$ cat config.mk
export PLATFORM = sky130hd
export DESIGN_NAME = mem_bus_arbiter
export DESIGN_NICKNAME = d
export VERILOG_FILES = /design/src/rtl/mem_bus_arbiter.sv
export SDC_FILE = /design/constraint.sdc
export NUM_CORES = 1
export LEC_CHECK = 0
export CAP_MARGIN = 20
export CORE_AREA = 2 2 118 143
export CTS_CLUSTER_SIZE = 20
export DETAILED_ROUTE_END_ITERATION = 10
export DIE_AREA = 0 0 120 145
export PLACE_DENSITY_LB_ADDON = 0.25
export SETUP_SLACK_MARGIN = 0.02
export SLEW_MARGIN = 20
export SYNTH_ARGS = -nofsm -noshare
export SYNTH_HDL_FRONTEND = slang
export SYNTH_SLANG_ARGS = --single-unit
$ cat constraint.sdc
create_clock -name i_clk -period 6.4 [get_ports i_clk]
set_input_delay 1.28 -clock i_clk [delete_from_list [all_inputs] [get_ports i_clk]]
set_output_delay 1.28 -clock i_clk [all_outputs]
set_load 0.01 [all_outputs]
$ cat src/rtl/mem_bus_arbiter.sv
// mem_bus_arbiter: shares one single-port memory bus between the instruction
// fetch port (I) and the load/store port (D).
//
// D has priority. While I is pending, D gets at most MAX_D_STREAK consecutive
// grants, then I is served. A transaction that sees no i_MAck for TIMEOUT
// cycles is aborted, and the requester gets a one-cycle error pulse.
// All outputs are registered.
//
// Ports:
//   i_clk, i_rst         clock (rising edge), asynchronous active-high reset
//   i_IReq / i_IAddr     fetch request and address
//   o_IRData/o_IAck/o_IErr  fetch read data, done pulse, timeout pulse
//   i_DReq/i_DWe/i_DAddr/i_DWData/i_DBe  load/store request
//   o_DRData/o_DAck/o_DErr  load/store read data, done pulse, timeout pulse
//   o_MReq/o_MWe/o_MAddr/o_MWData/o_MBe  memory request fields
//   i_MRData/i_MAck      memory read data and acknowledge
//   o_Busy               arbiter is not idle
module mem_bus_arbiter #(
  parameter int unsigned ADDR_W       = 32,
  parameter int unsigned DATA_W       = 32,
  parameter int unsigned MAX_D_STREAK = 4,
  parameter int unsigned TIMEOUT      = 255
) (
  input  logic                  i_clk,
  input  logic                  i_rst,
  input  logic                  i_IReq,
  input  logic [ADDR_W-1:0]     i_IAddr,
  output logic [DATA_W-1:0]     o_IRData,
  output logic                  o_IAck,
  output logic                  o_IErr,
  input  logic                  i_DReq,
  input  logic                  i_DWe,
  input  logic [ADDR_W-1:0]     i_DAddr,
  input  logic [DATA_W-1:0]     i_DWData,
  input  logic [DATA_W/8-1:0]   i_DBe,
  output logic [DATA_W-1:0]     o_DRData,
  output logic                  o_DAck,
  output logic                  o_DErr,
  output logic                  o_MReq,
  output logic                  o_MWe,
  output logic [ADDR_W-1:0]     o_MAddr,
  output logic [DATA_W-1:0]     o_MWData,
  output logic [DATA_W/8-1:0]   o_MBe,
  input  logic [DATA_W-1:0]     i_MRData,
  input  logic                  i_MAck,
  output logic                  o_Busy
);

  localparam int unsigned BeW  = DATA_W / 8;
  localparam int unsigned CntW = (TIMEOUT < 2) ? 1 : $clog2(TIMEOUT + 1);
  localparam bit          ToEn = (TIMEOUT != 0);
  localparam logic [CntW-1:0] ToLast = CntW'((TIMEOUT == 0) ? 0 : (TIMEOUT - 1));
  localparam logic [3:0]      MaxStreak = 4'(MAX_D_STREAK);

  typedef enum logic [1:0] {StIdle, StBusyI, StBusyD, StResp} state_e;

  state_e              state_q, state_d;
  logic [3:0]          streak_q, streak_d;
  logic [CntW-1:0]     to_cnt_q, to_cnt_d;
  logic                mreq_q, mreq_d;
  logic                mwe_q, mwe_d;
  logic [ADDR_W-1:0]   maddr_q, maddr_d;
  logic [DATA_W-1:0]   mwdata_q, mwdata_d;
  logic [BeW-1:0]      mbe_q, mbe_d;
  logic [DATA_W-1:0]   irdata_q, irdata_d;
  logic [DATA_W-1:0]   drdata_q, drdata_d;
  logic                iack_q, iack_d;
  logic                ierr_q, ierr_d;
  logic                dack_q, dack_d;
  logic                derr_q, derr_d;
  logic                busy_q, busy_d;

  always_comb begin
    state_d  = state_q;
    streak_d = streak_q;
    to_cnt_d = to_cnt_q;
    mreq_d   = mreq_q;
    mwe_d    = mwe_q;
    maddr_d  = maddr_q;
    mwdata_d = mwdata_q;
    mbe_d    = mbe_q;
    irdata_d = irdata_q;
    drdata_d = drdata_q;
    // Completion flags are single-cycle pulses.
    iack_d   = 1'b0;
    ierr_d   = 1'b0;
    dack_d   = 1'b0;
    derr_d   = 1'b0;

    unique case (state_q)
      StIdle: begin
        if (i_DReq && (!i_IReq || (streak_q < MaxStreak))) begin
          mwe_d    = i_DWe;
          maddr_d  = i_DAddr;
          mwdata_d = i_DWData;
          mbe_d    = i_DBe;
          mreq_d   = 1'b1;
          state_d  = StBusyD;
          // Only count D grants that made a waiting I request wait longer.
          if (i_IReq) begin
            streak_d = (streak_q == MaxStreak) ? streak_q : streak_q + 4'd1;
          end else begin
            streak_d = '0;
          end
        end else if (i_IReq) begin
          mwe_d    = 1'b0;
          maddr_d  = i_IAddr;
          mbe_d    = '1;
          mreq_d   = 1'b1;
          state_d  = StBusyI;
          streak_d = '0;
        end
      end

      StBusyI, StBusyD: begin
        // An ack on the last allowed cycle beats the timeout.
        if (i_MAck) begin
          if (state_q == StBusyI) begin
            irdata_d = i_MRData;
            iack_d   = 1'b1;
          end else begin
            drdata_d = i_MRData;
            dack_d   = 1'b1;
          end
          mreq_d  = 1'b0;
          state_d = StResp;
        end else if (ToEn && (to_cnt_q == ToLast)) begin
          if (state_q == StBusyI) begin
            ierr_d = 1'b1;
          end else begin
            derr_d = 1'b1;
          end
          mreq_d  = 1'b0;
          state_d = StResp;
        end else begin
          to_cnt_d = to_cnt_q + 1'b1;
        end
      end

      StResp: begin
        // Requests are ignored here so a requester has one cycle to drop req.
        to_cnt_d = '0;
        state_d  = StIdle;
      end

      default: begin
        state_d = StIdle;
      end
    endcase

    busy_d = (state_d != StIdle);
  end

  always_ff @(posedge i_clk or posedge i_rst) begin
    if (i_rst) begin
      state_q  <= StIdle;
      streak_q <= '0;
      to_cnt_q <= '0;
      mreq_q   <= 1'b0;
      mwe_q    <= 1'b0;
      maddr_q  <= '0;
      mwdata_q <= '0;
      mbe_q    <= '0;
      irdata_q <= '0;
      drdata_q <= '0;
      iack_q   <= 1'b0;
      ierr_q   <= 1'b0;
      dack_q   <= 1'b0;
      derr_q   <= 1'b0;
      busy_q   <= 1'b0;
    end else begin
      state_q  <= state_d;
      streak_q <= streak_d;
      to_cnt_q <= to_cnt_d;
      mreq_q   <= mreq_d;
      mwe_q    <= mwe_d;
      maddr_q  <= maddr_d;
      mwdata_q <= mwdata_d;
      mbe_q    <= mbe_d;
      irdata_q <= irdata_d;
      drdata_q <= drdata_d;
      iack_q   <= iack_d;
      ierr_q   <= ierr_d;
      dack_q   <= dack_d;
      derr_q   <= derr_d;
      busy_q   <= busy_d;
    end
  end

  assign o_IRData = irdata_q;
  assign o_IAck   = iack_q;
  assign o_IErr   = ierr_q;
  assign o_DRData = drdata_q;
  assign o_DAck   = dack_q;
  assign o_DErr   = derr_q;
  assign o_MReq   = mreq_q;
  assign o_MWe    = mwe_q;
  assign o_MAddr  = maddr_q;
  assign o_MWData = mwdata_q;
  assign o_MBe    = mbe_q;
  assign o_Busy   = busy_q;

endmodule
==> flow_summary.json, run 1 <==
{
  "critPathArrivalTime_ns": 3.26,
  "ys_seq_area_share_pct": 60.40,
  "synth.distinct_cells": 39,
  "hold_slack_ns": 0.4785,
  "yosysMostFrequentCell": "dfrtp_1",
  "wl_met1_mm": 6.173,
  "path_buf_inv": 1,
  "tns_ns": 0,
  "grt_pass1_wl_mm": 26.45,
  "cts_max_level": 4,
  "synth_area_leaders": "dfrtp_1 (60%), mux2_2 (16%), mux2i_1 (5.1%), o21ai_0 (3.5%), nand2_1 (2.9%)",
  "gp_congestion": 0.7521,
  "crit_family": "simple AND/OR/NAND/NOR gates",
  "ant_nets": 0,
  "setup_viol": 0,
  "top_layer_used": "met4",
  "hold_viol": 0,
  "finalCriticalPeriod_ns": 3.000,
  "p_leak_nw": 4.198,
  "drv_cap": 0,
  "ir_drop_v": 0.0002168,
  "grt_pass1_vias": 5148,
  "antenna_cells": 0,
  "cts_buffer_depth": 2,
  "tightest_slew_ns": 1.031,
  "fin_worst_skew_ns": 0.008803,
  "port_buffers": 276,
  "postCtsHoldBufs": 0,
  "ctsResizeCount": 0,
  "synth_top_area_cell": "dfrtp_1",
  "crit_path_end_kind": "register",
  "status": "finished clean",
  "netlist.area_leader.share_pct": 60.40,
  "hold_class": "register to register",
  "route.met2.wl_mm": 8.098,
  "synth_commonest_cells": "dfrtp_1 (153), mux2_2 (91), nand2_1 (49), o21ai_0 (44), mux2i_1 (32)",
  "drtIter0Drc": 189,
  "gr-total-overflow": 0,
  "critPathSlowestCell": "nand2_2",
  "fmax_mhz": 333.3,
  "crit_required_ns": 6.66,
  "max_stage_delay_ns": 0.77,
  "via_count": 4754,
  "area_growth_pct": 55.74,
  "insertion_delay_ns": 0.42,
  "clk_pin_slew_ns": 0.06,
  "period_share_pct": 46.87,
  "start_util_pct": 39.58,
  "cts_made_buffers": 17,
  "ys.flop_type": "dfrtp_1",
  "netlist_area_um2": 6339,
  "chipHeight_um": 145,
  "async_reset_ff_share_pct": 100.0,
  "avgSynthCellArea_um2": 13.12,
  "io_pins": 277,
  "cp-start-kind": "input pin",
  "cp_cell_sequence": "clkdlybuf4s50_1 -> o21ai_2 -> nand2_2 -> mux2i_1 -> o21ai_0",
  "post-route-drc-count": 0,
  "power_density_nw_per_um2": 490.7,
  "dp.cells": 951,
  "nFillCells": 1269,
  "slew_viol_final": 0,
  "grt_start_max_net_pins": 102,
  "synth_nets": 628,
  "slew-limit-headroom_pct": 31.05,
  "fp.dieW_um": 120,
  "path_max_fanout": 36,
  "hpwl_mm": 11.99,
  "core-area_um2": 16020,
  "firstDrtPassIters": 5,
  "rows": 51,
  "layout-drive-gt1-share_pct": 18.03,
  "yosysWarnings": 0,
  "worstSetupPathType": "input pin to register",
  "vias_per_cell": 4.836,
  "routed_wl_mm": 16.20,
  "rsz0062_at_grt": "no",
  "fin_cells": 983,
  "detailroute.wirelength.met3_mm": 1.573,
  "root_buffer": "clkbuf_16",
  "synth_edf_count": 0,
  "synth-seq-cells": 153,
  "post_cts_buffers": 0,
  "final_nets": 903,
  "antenna_found_initial": 0,
  "post_drt_wl_per_cell_um": 16.48,
  "die-area_um2": 17400,
  "grt.total_usage_pct": 19.43,
  "final_core_utilization_pct": 61.64,
  "clock-sinks": 153,
  "syn_inst": 483,
  "cts_tree": "yes"
}
## registers in the layout (all words and copies together), names as in the netlist
| register | cells |
|---|---|
| o_DRData | 32 |
| o_IRData | 32 |
| o_MAddr | 32 |
| o_MWData | 32 |
| to_cnt_q | 8 |
| o_MBe | 4 |
| streak_q | 4 |
| state_q | 2 |
| o_Busy | 1 |
| o_DAck | 1 |
| o_DErr | 1 |
| o_IAck | 1 |
| o_IErr | 1 |
| o_MReq | 1 |
| o_MWe | 1 |
## cells in the final DEF, fill, tap and decap left out, drive strengths merged, types with 7 or more instances in the layout
master,Yosys,layout
nand2,50,50
dfrtp,153,153
ha,7,7
clkbuf,11,20
inv,13,17
mux2i,32,32
nand3,15,15
mux2,96,96
o21ai,47,47
clkdlybuf4s50,0,276
## kinds of logic (layout without fill, tap and decap cells)
family                   Yosys count  after routing  synth area share (%)
AO/OA/AOI/OAI                     64             64                 6.021
adder cells (fa/ha/maj)            7              7                 1.382
buffers and inverters             38            326                 2.685
flip-flops                       153            153                 60.40
multiplexers                     128            128                 22.11
AND/OR/NAND/NOR                   93             93                 7.403
## metrics by stage
step                setup WS [ns]  cell area, um2  total power (W)
floorplan                  0.9986            6339         0.002711
global placement            3.048            9295         0.003829
detailed placement          2.941            9295         0.003906
CTS                         3.378            9872         0.004911
global route                3.241            9872         0.005165
finish                      3.400            9872         0.004845
## area by class of cell
cell class / count / area (um2) / share of cell area, %
flip-flops and latches: 153 / 3829 / 38.78
repair buffers: 281 / 2800 / 28.37
multi-input cells: 292 / 2347 / 23.78
clock buffers: 20 / 436.7 / 4.423
well taps: 212 / 265.3 / 2.687
clock inverters: 12 / 140.1 / 1.420
inverters: 13 / 53.80 / 0.5450
## power breakdown
part           internal, W  switching [W]  total [W]  leakage, nW
logic              0.00126       0.000897    0.00216         2.08
registers          0.00144       0.000266    0.00171         1.85
clock network     0.000579       0.000397   0.000977        0.272
## per-layer routing
metal | vias up | GRT usage (%)
met4 | 0 | 8.059
met1 | 2269 | 21.63
met3 | 25 | 7.508
met5 | - | 0
li1 | 2236 | -
met2 | 224 | 32.98
## worst paths after layout
kind                              from      endpoint  slack, ns  depth (start not counted)
max                             i_IReq    o_MAddr[2]       3.40                          5
min                        o_MAddr[10]   o_MAddr[10]       0.48                          2
max reg2reg                 state_q[0]   to_cnt_q[6]       4.34                          6
min reg2reg                o_MAddr[10]   o_MAddr[10]       0.48                          2
max in group asynchronous        i_rst        o_IAck       3.71                          3
min in group asynchronous        i_rst  o_DRData[20]       1.42                          2
## worst reg2reg max path, stage by stage, from the launching register on
cell and delay, ns:
dfrtp_1 0.39, inv_1 0.06, ha_1 0.51, and2b_2 0.26, o211ai_4 0.11, or4_1 0.49
a21oi_1 0.16
Power figures use the tool's default switching activity.
==> run 2, diff against run 1 <==
clock period = 2.8 ns   (was 6.4 ns; I/O delays follow)
==> flow_summary.json, run 2 (same netlist as run 1, synthesis figures left out) <==
{
  "slew_viol_final": 0,
  "ir_drop_v": 0.0005711,
  "insertion_delay_ns": 0.42,
  "critPathSlowestCell": "ha_1",
  "cp-start-kind": "register",
  "drtIter0Drc": 133,
  "hold_class": "input pin to async pin",
  "chipHeight_um": 145,
  "slew-limit-headroom_pct": 58.46,
  "cts_tree": "yes",
  "period_share_pct": 71.74,
  "dp.cells": 954,
  "fin_ws_ns": 0.7914,
  "path_max_fanout": 10,
  "worstSetupPathType": "register to register",
  "final_cell_mix": "clkdlybuf4s50_1 (276), dfrtp_1 (153), mux2_2 (91)",
  "power_density_nw_per_um2": 1127,
  "io_pins": 277,
  "postCtsHoldBufs": 0,
  "place_ws_ns": 0.3710,
  "pwr-share-seq_pct": 34.6,
  "max_stage_delay_ns": 0.50,
  "crit_end": "to_cnt_q[6]",
  "gp_congestion": 0.8280,
  "hpwl_mm": 12.25,
  "p_comb_share_pct": 44.4,
  "cts_buffer_depth": 2,
  "firstDrtPassIters": 4,
  "power.net_switching_w": 0.003612,
  "cts_max_level": 4,
  "critPathArrivalTime_ns": 2.36,
  "ant_nets": 0,
  "crit_path_end_kind": "register",
  "fin_worst_skew_ns": 0.007654,
  "worst-r2r-setup-slack_ns": 0.79,
  "antenna_cells": 0,
  "fin_cells": 986,
  "area_growth_pct": 57.72,
  "routed_wl_mm": 16.31,
  "cp_cell_sequence": "inv_1 -> ha_1 -> and2b_2 -> o211ai_4 -> or4_1 -> a21oi_1",
  "ff2ff_path_depth": 6,
  "start_util_pct": 39.58,
  "clock-sinks": 153,
  "via_count": 4798,
  "pwr-share-clk_pct": 21.0,
  "final_core_utilization_pct": 62.42,
  "die-area_um2": 17400,
  "vias_per_cell": 4.866,
  "grt_pass1_vias": 5170,
  "final_nets": 906,
  "cts_made_buffers": 17,
  "rows": 51,
  "r2r-start": "state_q[0]",
  "fp.dieW_um": 120,
  "post-route-drc-count": 0,
  "rsz0062_at_grt": "no",
  "tightest_slew_ns": 0.6207,
  "drv_cap": 0,
  "swShare_pct": 32.07,
  "status": "finished clean",
  "crit_required_ns": 3.15,
  "p_int_w": 0.007653,
  "tns_ns": 0,
  "grt.total_usage_pct": 19.44,
  "root_buffer": "clkbuf_16",
  "post_drt_wl_per_cell_um": 16.55,
  "crit_start": "state_q[0]",
  "layout-drive-gt1-share_pct": 18.86,
  "antenna_found_initial": 0,
  "setup_viol": 0,
  "grt_pass1_wl_mm": 26.45,
  "reg2reg_to": "to_cnt_q[6]",
  "grt_start_max_net_pins": 80,
  "fmax_mhz": 497.9,
  "finalCriticalPeriod_ns": 2.009,
  "multiInputGateArea_um2": 2352,
  "hold_viol": 0,
  "seq_area_um2": 3829,
  "hold_slack_ns": 0.4191,
  "p_leak_nw": 4.247,
  "post_cts_buffers": 0,
  "nFillCells": 1263,
  "core-area_um2": 16020,
  "ctsResizeCount": 0,
  "gr-total-overflow": 0,
  "clk_pin_slew_ns": 0.06,
  "layout_commonest_cell": "clkdlybuf4s50_1",
  "port_buffers": 276
}
==> run 2: routing by layer <==
layer  global-route usage [%]  vias up  routed length [um]  share of wire, %
li1                         -     2256                   -                 -
met1                    21.17     2302                6132                38
met2                    33.47      215                8166                50
met3                    8.255       25                1696                10
met4                    7.059        0                 318               1.9
met5                        0        -                   0                 0
==> run 2: power groups by stage <==
stage,clock network (W),logic (W),registers (W)
after floorplan,0,0.00186,0.00434
after global placement,0,0.00495,0.00387
after detailed placement,0,0.00507,0.00394
after CTS,0.00244,0.00509,0.00391
after global routing,0.00255,0.00538,0.00404
final,0.00237,0.00500,0.00390
==> run 2: metrics by stage <==
| step | power (W) | area [um2] |
|---|---|---|
| 5_1_grt | 0.01198 | 9997 |
| 4_1_cts | 0.01144 | 9997 |
| 3_5_place_dp | 0.009009 | 9384 |
| 6_report | 0.01127 | 9997 |
| 3_3_place_gp | 0.008823 | 9384 |
| 2_1_floorplan | 0.006197 | 6342 |
==> run 2: area by class of cell <==
cell class	instances	share of cell area, %
clock buffer	17	4.255
clock inverter	15	1.877
inverter	13	0.5257
multi-input combinational	292	23.53
sequential	153	38.30
tap	212	2.653
timing repair buffer	284	28.86
==> run 2: worst max-delay path, delay by kind of cell, from the launching register on <==
kind / cells / cell delay, ns
adders and majority gates: 1 / 0.50
buffers and inverters: 1 / 0.06
and+or+nand+nor: 2 / 0.73
DFF: 1 / 0.39
AOI/OAI and AO/OA: 2 / 0.26
==> run 2: worst min path at each step <==
stage | from | to | slack, ns | depth (start not counted)
floorplan | streak_q[2] | streak_q[2] | 0.47 | 2
global placement | o_MAddr[6] | o_MAddr[6] | 0.46 | 2
detailed placement | o_MAddr[15] | o_MAddr[15] | 0.47 | 2
CTS | i_rst | o_IRData[30] | 0.39 | 2
global route | i_rst | o_IRData[30] | 0.40 | 2
finish | i_rst | o_IRData[30] | 0.42 | 2
==> run 3, diff against run 2 <==
clock period = 1.9 ns   (was 2.8 ns; I/O delays follow)
==> flow_summary.json, run 3 (same netlist as run 1, synthesis figures left out) <==
{
  "status": "finished clean",
  "clk_pin_slew_ns": 0.06,
  "finalCriticalPeriod_ns": 1.807,
  "antenna_cells": 0,
  "root_buffer": "clkbuf_16",
  "tightest_slew_ns": 0.4864,
  "period_share_pct": 95.09,
  "setup_viol": 0,
  "power_density_nw_per_um2": 1673,
  "gp_congestion": 0.7827,
  "core-area_um2": 16020,
  "worstSetupPathType": "register to register",
  "fmax_mhz": 553.5,
  "via_count": 4817,
  "rows": 51,
  "cp_cell_sequence": "inv_1 -> ha_4 -> and2b_2 -> o211ai_4 -> or4_1 -> a21oi_2",
  "cts_max_level": 4,
  "fin_cells": 998,
  "ir_drop_v": 0.0006970,
  "insertion_delay_ns": 0.41,
  "drtIter0Drc": 169,
  "gr-total-overflow": 0,
  "vias_per_cell": 4.827,
  "tns_ns": 0,
  "routed_wl_mm": 16.38,
  "p_leak_nw": 4.357,
  "final_area_um2": 10180,
  "chipHeight_um": 145,
  "critPathSlowestCell": "or4_1",
  "hold_viol": 0,
  "die-area_um2": 17400,
  "drv_cap": 0,
  "hold_class": "input pin to async pin",
  "cts_buffer_depth": 2,
  "port_buffers": 276,
  "grt.total_usage_pct": 19.52,
  "cts_tree": "yes",
  "dp.cells": 966,
  "area_growth_pct": 60.58,
  "crit_required_ns": 2.24,
  "post-route-drc-count": 0,
  "io_pins": 277,
  "rsz0062_at_grt": "no",
  "final_nets": 918,
  "cp-start-kind": "register",
  "antenna_found_initial": 0,
  "final_core_utilization_pct": 63.55,
  "layout-drive-gt1-share_pct": 20.23,
  "fp.dieW_um": 120,
  "max_stage_delay_ns": 0.50,
  "final_cell_mix": "clkdlybuf4s50_1 (276), dfrtp_1 (153), mux2_2 (91)",
  "path_buf_inv": 1,
  "worst-r2r-setup-slack_ns": 0.09,
  "slew_viol_final": 0,
  "post_drt_wl_per_cell_um": 16.41,
  "ctsResizeCount": 0,
  "grt_start_max_net_pins": 92,
  "postCtsHoldBufs": 0,
  "start_util_pct": 39.58,
  "clock-sinks": 153,
  "grt_pass1_wl_mm": 26.72,
  "critPathArrivalTime_ns": 2.15,
  "grt_pass1_vias": 5316,
  "slew-limit-headroom_pct": 67.57,
  "firstDrtPassIters": 4,
  "ant_nets": 0,
  "hpwl_mm": 12.35,
  "place_area_um2": 9512,
  "fin_worst_skew_ns": 0.006846,
  "layout_commonest_cell": "clkdlybuf4s50_1",
  "cts_made_buffers": 17,
  "crit_family": "simple AND/OR/NAND/NOR gates",
  "post_cts_buffers": 0,
  "crit_path_end_kind": "register",
  "hold_slack_ns": 0.4474,
  "path_max_fanout": 5
}
==> run 3: cell count changes in the layout (fill, tap and decap cells not counted), sizes merged <==
cell | previous run | this run
buf | 8 | 20
clkinvlp | 6 | 1
clkinv | 1 | 5
clkbuf | 17 | 20
inv | 18 | 15
bufinv | 3 | 4
==> run 3: through the flow <==
| step | total power, W | setup slack (ns) |
|---|---|---|
| 2_1_floorplan | 0.009132 | -0.4109 |
| 3_3_place_gp | 0.01318 | -0.06517 |
| 3_5_place_dp | 0.01347 | -0.1173 |
| 4_1_cts | 0.01720 | 0.02392 |
| 5_1_grt | 0.01810 | 0.01527 |
| 6_report | 0.01703 | 0.09334 |
==> run 3: tightest hold or removal path: stages <==
cell             delay [ns]
clkdlybuf4s50_1        0.44
clkinvlp_4             0.13
buf_12                 0.30
==> run 3: layout make-up <==
| class | instances | area (um2) |
|---|---|---|
| Timing Repair Buffer | 296 | 3013 |
| Clock inverter | 12 | 188.9 |
| Tap cell | 212 | 265.3 |
| Inverter | 13 | 52.55 |
| Clock buffer | 20 | 456.7 |
| Fill cell | 1235 | 5838 |
| Sequential cell | 153 | 3829 |
| Multi-Input combinational cell | 292 | 2374 |
==> run 3: where the power goes <==
| group | leakage [nW] | internal, W | switching [W] |
|---|---|---|---|
| clock network | 0.317 | 0.00229 | 0.00134 |
| registers | 1.85 | 0.00485 | 0.000878 |
| logic | 2.19 | 0.00453 | 0.00313 |
==> run 3: per-layer routing <==
| layer | track usage [%] | share of wire (%) |
|---|---|---|
| met1 | 21.99 | 38 |
| met2 | 33.49 | 51 |
| met3 | 7.193 | 9.4 |
| met4 | 7.235 | 2.0 |
| met5 | 0 | 0 |
==> run 3: final timing paths <==
path,endpoint,depth (start not counted),startpoint
hold reg to reg,o_MAddr[8],2,o_MAddr[8]
max in group asynchronous,o_MAddr[1],3,i_rst
setup reg to reg,to_cnt_q[6],6,state_q[1]
min in group i_clk,o_MAddr[8],2,o_MAddr[8]
hold / removal,o_IRData[31],3,i_rst
setup / recovery,to_cnt_q[6],6,state_q[1]
